## src/rtl/div_pkg.sv

```systemverilog
// Shared constants and types for the multi-cycle restoring divider.
package div_pkg;

   localparam int DIV_WIDTH = 32;

   function automatic int cnt_w(input int width);
      return $clog2(width + 1);
   endfunction

   localparam int CNT_W = cnt_w(DIV_WIDTH);

   typedef enum logic [1:0] {
      S_LOAD = 2'd0,
      S_RUN  = 2'd1,
      S_FIX  = 2'd2,
      S_DONE = 2'd3
   } div_state_t;

endpackage

```

## src/rtl/div_if.sv

```systemverilog
// Operand/result bundle between the datapath sequencer (master) and the divider (slave).
interface div_if
   import div_pkg::*;
#(
   parameter int WIDTH = DIV_WIDTH
);
   logic [WIDTH-1:0] a;
   logic [WIDTH-1:0] b;
   logic             signdiv;
   logic [WIDTH-1:0] q;
   logic [WIDTH-1:0] r;
   logic             done;

   modport master (output a, b, signdiv, input q, r, done);
   modport slave  (input a, b, signdiv, output q, r, done);
endinterface

```

## src/rtl/div_abs.sv

```systemverilog
// Conditional two's-complement negate, used for operand magnitudes and result sign fix-up.
module div_abs
   import div_pkg::*;
#(
   parameter int WIDTH = DIV_WIDTH
) (
   input  logic [WIDTH-1:0] x,
   input  logic             neg,
   output logic [WIDTH-1:0] y
);
   assign y = neg ? -x : x;
endmodule

```

## src/rtl/div.sv

```systemverilog
// Multi-cycle restoring divider for DIV/DIVU; one quotient bit per clock, results held until reset.
//   state  | meaning
//   S_LOAD | capture operand magnitudes, sign flags and div-by-zero flag
//   S_RUN  | one shift/trial-subtract step per edge, WIDTH steps
//   S_FIX  | apply result signs, register q/r, raise done
//   S_DONE | hold results; only divrst leaves this state
module div
   import div_pkg::*;
#(
   parameter int WIDTH = DIV_WIDTH
) (
   input logic clk,
   input logic divrst,
   div_if.slave bus
);
   localparam int CW = cnt_w(WIDTH);

   div_state_t       state, state_nxt;
   logic [CW-1:0]    cnt;
   logic [WIDTH-1:0] rem, dvd, dvs, qsr, a_raw;
   logic             neg_q, neg_r, dz;
   logic [WIDTH-1:0] a_mag, b_mag, q_fix, r_fix, diff;
   logic [WIDTH:0]   part;
   logic             ge;

   div_abs #(.WIDTH(WIDTH)) u_abs_a (.x(bus.a), .neg(bus.signdiv & bus.a[WIDTH-1]), .y(a_mag));
   div_abs #(.WIDTH(WIDTH)) u_abs_b (.x(bus.b), .neg(bus.signdiv & bus.b[WIDTH-1]), .y(b_mag));
   div_abs #(.WIDTH(WIDTH)) u_fix_q (.x(qsr),   .neg(neg_q),                        .y(q_fix));
   div_abs #(.WIDTH(WIDTH)) u_fix_r (.x(rem),   .neg(neg_r),                        .y(r_fix));

   // Partial remainder is one bit wider than the divisor after the shift; when the
   // trial succeeds the true difference is below the divisor, so the low bits suffice.
   assign part = {rem, dvd[WIDTH-1]};
   assign ge   = (part >= {1'b0, dvs});
   assign diff = part[WIDTH-1:0] - dvs;

   always_ff @(posedge clk or posedge divrst) begin
      if (divrst) state <= S_LOAD;
      else        state <= state_nxt;
   end

   always_comb begin
      state_nxt = state;
      case (state)
         S_LOAD: state_nxt = S_RUN;
         S_RUN:  if (cnt == CW'(1)) state_nxt = S_FIX;
         S_FIX:  state_nxt = S_DONE;
         S_DONE: state_nxt = S_DONE;
         default: state_nxt = S_LOAD;
      endcase
   end

   always_ff @(posedge clk or posedge divrst) begin
      if (divrst) begin
         cnt      <= '0;
         rem      <= '0;
         dvd      <= '0;
         dvs      <= '0;
         qsr      <= '0;
         a_raw    <= '0;
         neg_q    <= 1'b0;
         neg_r    <= 1'b0;
         dz       <= 1'b0;
         bus.q    <= '0;
         bus.r    <= '0;
         bus.done <= 1'b0;
      end else begin
         case (state)
            S_LOAD: begin
               dvd   <= a_mag;
               dvs   <= b_mag;
               rem   <= '0;
               qsr   <= '0;
               a_raw <= bus.a;
               neg_q <= bus.signdiv & (bus.a[WIDTH-1] ^ bus.b[WIDTH-1]);
               neg_r <= bus.signdiv & bus.a[WIDTH-1];
               dz    <= (bus.b == '0);
               cnt   <= CW'(WIDTH);
            end
            S_RUN: begin
               dvd <= {dvd[WIDTH-2:0], 1'b0};
               rem <= ge ? diff : part[WIDTH-1:0];
               qsr <= {qsr[WIDTH-2:0], ge};
               cnt <= cnt - CW'(1);
            end
            S_FIX: begin
               // Divide-by-zero bypasses sign fix-up: all-ones quotient, raw dividend remainder.
               bus.q    <= dz ? '1 : q_fix;
               bus.r    <= dz ? a_raw : r_fix;
               bus.done <= 1'b1;
            end
            default: ;
         endcase
      end
   end
endmodule

```

## src/flat_wrapper.sv

```systemverilog
// flat-port wrapper written by rule: the top's interface ports become plain ports
module div_flat import div_pkg::*;
#(
   parameter int WIDTH = DIV_WIDTH
)
  (clk, divrst, bus_a, bus_b, bus_signdiv, bus_q, bus_r, bus_done);
  div_if #(.WIDTH(WIDTH)) bus_i ();
  input logic clk;
  input logic divrst;
  input wire logic [$bits(bus_i.a)-1:0] bus_a;
  input wire logic [$bits(bus_i.b)-1:0] bus_b;
  input wire logic [$bits(bus_i.signdiv)-1:0] bus_signdiv;
  output wire logic [$bits(bus_i.q)-1:0] bus_q;
  output wire logic [$bits(bus_i.r)-1:0] bus_r;
  output wire logic [$bits(bus_i.done)-1:0] bus_done;
  assign bus_i.a = bus_a;
  assign bus_i.b = bus_b;
  assign bus_i.signdiv = bus_signdiv;
  assign bus_q = bus_i.q;
  assign bus_r = bus_i.r;
  assign bus_done = bus_i.done;
  div #(.WIDTH(WIDTH)) u_core (.clk(clk), .divrst(divrst), .bus(bus_i));
endmodule
```

## config.mk

```make
export PLATFORM = sky130hd
export DESIGN_NAME = div_flat
export DESIGN_NICKNAME = d
export VERILOG_FILES = /design/src/rtl/div_pkg.sv /design/src/rtl/div_if.sv /design/src/rtl/div_abs.sv /design/src/rtl/div.sv /design/src/flat_wrapper.sv
export SDC_FILE = /design/constraint.sdc
export NUM_CORES = 1
export LEC_CHECK = 0
export CORE_ASPECT_RATIO = 1.1
export CORE_UTILIZATION = 60
export CTS_CLUSTER_DIAMETER = 120
export DETAILED_ROUTE_END_ITERATION = 16
export DONT_BUFFER_PORTS = 1
export PLACE_DENSITY = 0.76
export SLEW_MARGIN = 15
export SYNTH_ARGS = -nofsm -noshare
export SYNTH_HDL_FRONTEND = slang
export SYNTH_SLANG_ARGS = --single-unit
```

## constraint.sdc

```tcl
create_clock -name clk -period 9.8 [get_ports clk]
set_clock_uncertainty 0.1 [all_clocks]
set_input_delay 1.96 -clock clk [delete_from_list [all_inputs] [get_ports clk]]
set_output_delay 1.96 -clock clk [all_outputs]
set_load 0.01 [all_outputs]
```

==> metrics, run 1 <==
status completed; Synth area leaders dfrtp_1 42%, nand2_1 10%, o21ai_0 6.6%; initial antenna violation count 0; Placed Area 14200 um^2; Avg WL per Cell 18.5 um; vias in the first global route 11400; Post-Syn Area 14100 um^2; post-route setup TNS 0 ps; most frequent cells after synthesis 385 x nand2_1, 236 x dfrtp_1, 186 x o21ai_0; die area 24100 um^2; CP dominant cell by count a21oi_1; # rows 58; syn_area_per_cell 8.27 um^2; placed insts 1912; Slowest cell on crit path or4b_1; min cycle time layout 4260 ps; met2 Use GR 51.6%; die span in x 148 um; Setup Fix Bufs, Post-CTS 0; first-pass GRT wire length 58600 um; Initial Utilization 61.5%; RSZ-0062 raised after global routing false; grt ovf 0; Mapped Cells 1706; period utilisation layout 43.5%; Rel. slew slack 28.8%; clk slew on worst S/H paths 70 ps; CTS tree built; EDFF count, synth 0; DPL Wire Length 25900 um; share of synthesized registers carrying an async set or reset 100%; Main synth FF type dfrtp_1; CP peak stage delay 510 ps; die height 163 um; M1 GR Usage 38.9%; antenna cells 0; max_cap viols 0; Worst Path Arrival 4550 ps; Final Non-Filler Cells 1956; Final Hold Viols 0; Unique masters post-synth 72; Post-DRT Antenna Nets 0; post_cts resized 0; Final Wtd Congestion 0.993; crit-path cells inv_1, ha_1, or4b_1, nor4b_2, nand2_1, or4_1, o31a_1, a21oi_1, xor2_1, a21oi_1; cts hold-fix bufs 0; worst slew pin tran 1070 ps; #FFs+latches synth 236; CP Data Required Time 10090 ps; Max FO, Critical Path 4; CP Capture Type flop; Residual DRC 0; total core area 22900 um^2; CTS buffer count 25; P&R area growth vs syn 7.27%; DRT iter0 DRCs 792; I/O pin count 132; # setup viols final 0; Yosys top cell by area dfrtp_1; H-tree depth 1; Pre-antenna DRT Iters 5; GRT Total Usage 30.4%; min-delay worst type flop to flop; WS Path Type input pin to flop; Max Clk Rate 0.235 GHz; largest net degree at the start of global routing 110; layout net count 1745; Slew Viols, Final 0; LEAKAGE 6.56 nW; vias 12000; top-count cell post-synth nand2_1; clk root buf clkbuf_16; Synth Warn # 0; CP Launch Type input pin; share of layout cells above drive strength 1 5.37%; Worst-Skew Late Latency 530 ps; Final Instance Area 15100 um^2; PwrDens 258 nW/um^2; Most Crowded Layer GR met2; sequential fraction of the synthesis area 41.9%; Synth Net Count 1812; Hold Slack 373 ps; Port Buf Inserts 0; clk sink count 236; GR Util met3 4.06%; vias per cell 6.14; Synth top area share 41.9%; final WL 36200 um; clock buffer depth 3; VDD IR-drop max 0.155 mV
layout by cell type (no fill, tap or decap), drive strengths merged, types with 8 or more instances in the layout:
cell | netlist | final
nand2 | 385 | 385
dfrtp | 236 | 236
o21ai | 193 | 193
a21oi | 123 | 123
nor2 | 109 | 109
xor2 | 83 | 83
xnor2 | 62 | 62
inv | 53 | 53
ha | 38 | 38
o211ai | 37 | 37
o31ai | 30 | 30
clkbuf | 86 | 30
nand3 | 19 | 19
or3 | 19 | 19
nor4 | 18 | 18
o41ai | 16 | 16
nor3 | 13 | 13
or4 | 12 | 12
buf | 19 | 11
a21o | 9 | 9
or2 | 9 | 9
mux2i | 8 | 8
o22a | 8 | 8
nand4 | 8 | 8
o22ai | 8 | 8
nand2b | 8 | 8
final timing paths:
check | startpoint | endpoint | slack (ps) | depth (start not counted)
hold reg to reg | u_core.a_raw[29] | u_core.a_raw[29] | 370 | 2
setup reg to reg | u_core.rem[0] | u_core.rem[21] | 5830 | 10
max in group asynchronous | divrst | u_core.state[1] | 6720 | 2
hold / removal | u_core.a_raw[29] | u_core.a_raw[29] | 370 | 2
setup / recovery | bus_a[0] | u_core.dvd[30] | 5540 | 10
min in group asynchronous | divrst | u_core.qsr[20] | 1280 | 1
state kept, by name (all words and copies together), names as in the netlist:
name	flops
u_core.neg_r	1
u_core.dz	1
u_core.cnt	6
u_core.bus.q	32
u_core.state	2
u_core.neg_q	1
u_core.dvs	32
u_core.bus.r	32
u_core.bus.done	1
u_core.dvd	32
u_core.rem	32
u_core.qsr	32
u_core.a_raw	32
worst max-delay path, delay by kind of cell:
kind,cells,cell delay (ps)
AND/OR/NAND/NOR,4,1560
adder cells (fa/ha/maj),1,200
AO/OA/AOI/OAI,3,590
buffers and inverters,1,80
XOR/XNOR,1,160
logic make-up (layout without fill, tap and decap cells):
group | after synthesis | count (layout) | share of synthesized area (%)
compound gates | 487 | 487 | 20.9
xor+xnor | 145 | 145 | 9.00
fa+ha+maj | 39 | 39 | 3.51
buf+inv | 158 | 108 | 4.29
flops | 236 | 236 | 41.9
mux | 11 | 11 | 0.807
simple gates | 630 | 630 | 19.6
report_power, final:
group	internal (mW)	switching, mW
combinational	0.538	0.787
sequential	1.17	0.323
clock	0.676	0.402
total	2.39	1.51
through the flow:
| step | total power, mW | utilization [%] | worst slack (ps) |
|---|---|---|---|
| finish | 3.90 | 66.0 | 5540 |
| global route | 4.13 | 66.0 | 5330 |
| CTS | 3.89 | 66.0 | 5600 |
| detailed placement | 2.81 | 61.9 | 5060 |
| global placement | 2.78 | 61.9 | 5100 |
| floorplan | 2.44 | - | 1270 |
layer usage:
| metal | part of all wire, % | wire length [um] | vias up |
|---|---|---|---|
| li1 | - | - | 5790 |
| met2 | 49 | 17700 | 385 |
| met1 | 41 | 14900 | 5747 |
| met3 | 6.0 | 2170 | 87 |
| met4 | 4.1 | 1490 | 0 |
| met5 | 0 | 0 | - |
cell type report:
| type | instances | area [um^2] |
|---|---|---|
| repair buffers | 11 | 82.6 |
| clock inverters | 14 | 265 |
| well taps | 300 | 375 |
| clock buffers | 30 | 674 |
| flip-flops and latches | 236 | 5910 |
| fillers | 1939 | 7800 |
| multi-input cells | 1312 | 7610 |
| inverters | 53 | 206 |
(Power assumes the default switching activity.)
==> run 2: changes to the inputs <==
--- a/config.mk
+++ b/config.mk
@@ -6,7 +6,7 @@
 export NUM_CORES = 1
 export LEC_CHECK = 0
 export CORE_ASPECT_RATIO = 1.1
-export CORE_UTILIZATION = 60
+export CORE_UTILIZATION = 58
 export CTS_CLUSTER_DIAMETER = 120
 export DETAILED_ROUTE_END_ITERATION = 16
 export DONT_BUFFER_PORTS = 1
==> constraint.sdc (replaced) <==
create_clock -name clk -period 3.6 [get_ports clk]
set_clock_uncertainty 0.1 [all_clocks]
set_input_delay 0.72 -clock clk [delete_from_list [all_inputs] [get_ports clk]]
set_output_delay 0.72 -clock clk [all_outputs]
set_load 0.01 [all_outputs]
==> run 2 against run 1 <==
  * Non-clock buffer count grew 53
  * Combinational power grew to 3.2 times the previous value
  * Clock-buffer cell count grew 9
  * Critical path depth is the same
  * Clock power grew to 2.7 times the previous value
  * Via count shrank 0.43%
  * Critical endpoint is now u_core.bus.r[30]
  * Core utilization shrank 0.21 points
  * Die area grew 3.4%
  * Sequential power grew to 2.6 times the previous value
  * Register-to-register slack lost 5600 ps
  * Global-route usage shrank 0.24 points
  * Wire length grew 3.1%
==> metrics, run 2 (synthesized netlist as in run 1, its figures left out) <==
initial antenna violation count 0 (unchanged); P&R area growth vs syn 10.8%; Worst-Skew Late Latency 530 ps (about the same); commonest non-fill, non-tap cell in the layout nand2_1; first-pass GRT wire length 59200 um (+1.2%); Final Non-Filler Cells 2016 (+3.1%); LEAKAGE 6.86 nW (+4.6%); min cycle time layout 3360 ps; vias per cell 5.93 (-3.4%); Pre-antenna DRT Iters 5 (unchanged); GRT Total Usage 30.1% (-0.24 points); period utilisation layout 93.2%; CTS tree built; vias 12000 (-0.43%); pre-CTS setup slack 168 ps (-4890 ps); area of the multi-input gates 7610 um^2 (about the same); Slew Viols, Final 0 (unchanged); FF-to-FF setup slack 240 ps (-5590 ps); Max Clk Rate 0.298 GHz; min-delay worst type input pin to async pin; grt ovf 0 (unchanged); r2r startpoint u_core.rem[0]; CP Capture Type flop; Post-DRT Antenna Nets 0 (unchanged); post-route setup TNS 0 ps (unchanged); CP Data Required Time 3970 ps (-6120 ps); crit-path cells inv_1, ha_1, or3b_2, nand4b_1, or4b_2, o21ai_2, nand2_1, xnor2_1, o21ai_0, o21a_1; share of layout cells above drive strength 1 8.30% (+2.9 points); Rel. slew slack 36.1% (+7.3 points); vias in the first global route 11600 (+1.1%); clock buffer depth 3 (unchanged); Final Hold Viols 0 (unchanged); Seq. cell area 5910 um^2 (unchanged); Avg WL per Cell 18.5 um (about the same); Worst Path Arrival 3720 ps (-830 ps); PwrDens 705 nW/um^2 (+170%); total core area 23800 um^2 (+3.7%); Final Core Density 65.8% (-0.21 points); die area 24900 um^2 (+3.4%); DPL Wire Length 27900 um (+7.6%); largest net degree at the start of global routing 75 (-32%); FF-to-FF End u_core.bus.r[30]; I/O pin count 132 (unchanged); most frequent cells in the layout 385 x nand2_1, 233 x dfrtp_1, 186 x o21ai_0; placed insts 1970 (+3.0%); clk root buf clkbuf_16; antenna cells 0 (unchanged); clk sink count 236 (unchanged); cts hold-fix bufs 0 (unchanged); die height 166 um (+1.7%); final worst slack 245 ps (-5300 ps); VDD IR-drop max 0.389 mV (+150%); Reg2Reg Depth 10 (unchanged); die span in x 151 um (+1.7%); DRT iter0 DRCs 749 (-5.4%); final WL 37300 um (+3.1%); layout net count 1799 (+3.1%); Initial Utilization 59.3% (-2.2 points); Final Wtd Congestion 0.931 (-6.3%); max_cap viols 0 (unchanged); WS Path Type flop to flop; Slowest cell on crit path or4b_2; # setup viols final 0 (unchanged); Port Buf Inserts 0 (unchanged); CP peak stage delay 770 ps (+260 ps); FILL cells 1969 (+1.5%); RSZ-0062 raised after global routing false; Max FO, Critical Path 7 (+3); Residual DRC 0 (unchanged); CP Launch Type flop; status completed; clk slew on worst S/H paths 60 ps (about the same); CTS buffer count 26 (+4.0%); # rows 59 (+1.7%); worst slew pin tran 959 ps (-109 ps); H-tree depth 1 (unchanged); total power 11.0 mW (+180%)
## run 2: routing by layer
layer | GRT usage [%] | share of wire (%) | vias to the layer above
li1 | - | - | 5893
met1 | 36.9 | 41 | 5644
met2 | 53.5 | 49 | 358
met3 | 5.00 | 6.4 | 62
met4 | 10.1 | 3.1 | 0
met5 | 0 | 0 | -
## run 2: critical path, delay by kind of cell, from the launching register on
kind / cells / cell delay [ps]
flops: 1 / 480
fa+ha+maj: 1 / 210
compound gates: 3 / 610
simple gates: 4 / 1620
xor+xnor: 1 / 140
buf+inv: 1 / 120
## run 2: final cells by class
type	instances	area share (%)
multi-input cells	1312	48.7
flip-flops and latches	236	37.8
clock buffers	39	5.12
repair buffers	64	3.71
well taps	305	2.44
inverters	53	1.30
clock inverters	7	0.904
## run 2: power breakdown
part / leakage [nW] / switching [mW] / internal (mW)
Clock: 0.460 / 1.10 / 1.81
Sequential: 2.94 / 0.765 / 3.19
Combinational: 3.47 / 2.41 / 1.74
## run 2: worst max path at each step
| stage | to | cells after the start | startpoint | slack (ps) |
|---|---|---|---|---|
| finish | u_core.bus.r[30] | 10 | u_core.rem[0] | 240 |
| global route | u_core.bus.r[20] | 10 | u_core.rem[0] | 40 |
| CTS | u_core.bus.r[30] | 10 | u_core.rem[0] | 210 |
| detailed placement | u_core.dvd[30] | 10 | bus_a[0] | 170 |
| global placement | u_core.dvd[30] | 10 | bus_a[0] | 250 |
| floorplan | u_core.a_raw[0] | 1 | divrst | -310 |
## run 2: through the flow
step	area (um^2)	hold slack, ps
5_1_grt	15600	155
4_1_cts	15600	127
2_1_floorplan	14100	337
6_report	15600	114
3_5_place_dp	14700	366
3_3_place_gp	14700	357
## run 2: repair_timing
action	4_1_cts	5_1_grt
gates resized for setup	0	1
setup buffers	0	0
setup endpoints to repair	0	1
==> run 3: changes to the inputs <==
--- a/config.mk
+++ b/config.mk
@@ -6,7 +6,7 @@
 export NUM_CORES = 1
 export LEC_CHECK = 0
 export CORE_ASPECT_RATIO = 1.1
-export CORE_UTILIZATION = 58
+export CORE_UTILIZATION = 60
 export CTS_CLUSTER_DIAMETER = 120
 export DETAILED_ROUTE_END_ITERATION = 16
 export DONT_BUFFER_PORTS = 1
==> constraint.sdc (replaced) <==
create_clock -name clk -period 3.3 [get_ports clk]
set_clock_uncertainty 0.1 [all_clocks]
set_input_delay 0.66 -clock clk [delete_from_list [all_inputs] [get_ports clk]]
set_output_delay 0.66 -clock clk [all_outputs]
set_load 0.01 [all_outputs]
==> run 3 against run 2 <==
  * Sequential cell count unchanged
  * Via count increased by 4.6%
  * Largest power group unchanged
  * Final cell count increased by 2.7%
  * Critical endpoint is now u_core.bus.r[16]
  * Combinational power increased by 22%
==> metrics, run 3 (synthesized netlist as in run 1, its figures left out) <==
status completed; Placed Area 15100 um^2 (+2.8%); # setup viols final 0 (unchanged); largest net degree at the start of global routing 77 (+2.7%); most frequent cells in the layout 385 x nand2_1, 233 x dfrtp_1, 185 x o21ai_0; P&R area growth vs syn 14.2%; Slew Viols, Final 0 (unchanged); min cycle time layout 3180 ps (-179 ps); die height 163 um (-1.7%); initial antenna violation count 0 (unchanged); Final Wtd Congestion 0.947 (+1.7%); CP Data Required Time 3580 ps (-390 ps); VDD IR-drop max 0.557 mV (+43%); vias in the first global route 12000 (+4.1%); Avg WL per Cell 18.6 um (+0.62%); die area 24100 um^2 (-3.3%); Rel. slew slack 31.7% (-4.4 points); Worst-Skew Late Latency 530 ps (about the same); Residual DRC 0 (unchanged); # rows 58 (-1.7%); CP Capture Type flop; min-delay worst type input pin to flop; vias 12500 (+4.6%); Pre-antenna DRT Iters 7 (+2); Initial Utilization 61.5% (+2.2 points); Worst Path Arrival 3460 ps (-260 ps); worst slew pin tran 1030 ps (+66.5 ps); DRT iter0 DRCs 822 (+9.7%); CTS buffer count 27 (+3.8%); clk root buf clkbuf_16; layout net count 1856 (+3.2%); max_cap viols 0 (unchanged); clk slew on worst S/H paths 60 ps (about the same); total core area 22900 um^2 (-3.5%); clock buffer depth 3 (unchanged); die span in x 148 um (-1.7%); commonest non-fill, non-tap cell in the layout nand2_1; LEAKAGE 7.16 nW (+4.3%); share of layout cells above drive strength 1 11.6% (+3.3 points); Final Hold Viols 0 (unchanged); Port Buf Inserts 0 (unchanged); Post-DRT Antenna Nets 0 (unchanged); WS Path Type flop to flop; GRT Total Usage 32.3% (+2.2 points); clk sink count 236 (unchanged); RSZ-0062 raised after global routing false; antenna cells 0 (unchanged); grt ovf 0 (unchanged); Final Instance Area 16100 um^2 (+3.0%); first-pass GRT wire length 61800 um (+4.3%); CP Launch Type flop; CTS tree built; PwrDens 779 nW/um^2 (+10%); DPL Wire Length 28800 um (+3.3%); final WL 38600 um (+3.4%); Max Clk Rate 0.315 GHz (+5.6%); H-tree depth 1 (unchanged); I/O pin count 132 (unchanged); Setup Fix Bufs, Post-CTS 0 (unchanged); Hold Slack 130 ps (+15.8 ps); period utilisation layout 96.3% (+3.1 points); Max FO, Critical Path 6 (-1); vias per cell 6.04 (+1.8%)
[run 3: cell type report]
cell class              count  area, um^2
flip-flops and latches    236        5910
clock buffers              37         793
fillers                  1825        6830
repair buffers            120        1000
inverters                  53         203
clock inverters            13         175
well taps                 300         375
multi-input cells        1312        7640
[run 3: power breakdown]
| part | total (mW) | internal [mW] | switching (mW) |
|---|---|---|---|
| sequential | 4.26 | 3.48 | 0.779 |
| clock | 3.21 | 1.99 | 1.22 |
| combinational | 5.07 | 2.23 | 2.84 |
[run 3: path summary, 6_finish.rpt]
kind	start	to	slack (ps)	depth (start not counted)
min in group asynchronous	divrst	u_core.qsr[25]	610	2
min	bus_signdiv	u_core.dvs[31]	130	1
max reg2reg	u_core.rem[0]	u_core.bus.r[16]	120	12
min reg2reg	u_core.dvs[3]	u_core.dvs[3]	380	2
max	u_core.rem[0]	u_core.bus.r[16]	120	12
max in group asynchronous	divrst	u_core.dvd[25]	1700	3
[run 3: repair_timing]
action,CTS,global route
hold buffers,1,0
hold endpoints to repair,21,0
resized for setup,1,5
endpoints found under the setup margin,1,8
[run 3: critical path: stages, from the launching register on]
cell,delay (ps)
dfrtp_1,400
buf_4,170
inv_1,80
ha_1,190
or3b_2,460
nand4b_1,240
buf_4,190
or3_1,370
o21ai_0,210
xor2_1,180
nor2_1,70
a21oi_1,230
o21ai_0,120
[run 3: layer usage]
layer	global-route usage (%)	routed length, um	vias to the layer above
met5	0	0	-
met4	12.0	1270	0
met1	40.6	15900	5977
li1	-	-	6027
met2	55.8	18900	419
met3	5.29	2500	80
[run 3: through the flow]
| step | utilization, % | worst slack [ps] | total power [mW] | TNS [ps] | cells |
|---|---|---|---|---|---|
| after floorplan | - | -552 | 7.25 | -130240 | 1706 |
| after global placement | 65.8 | 61.2 | 9.13 | 0 | 2020 |
| after detailed placement | 65.8 | -9.87 | 9.26 | -9.87 | 2020 |
| after CTS | 70.1 | 53.9 | 12.5 | 0 | 2071 |
| after global routing | 70.2 | 1.21 | 13.3 | 0 | 2071 |
| final | 70.2 | 123 | 12.5 | 0 | 2071 |
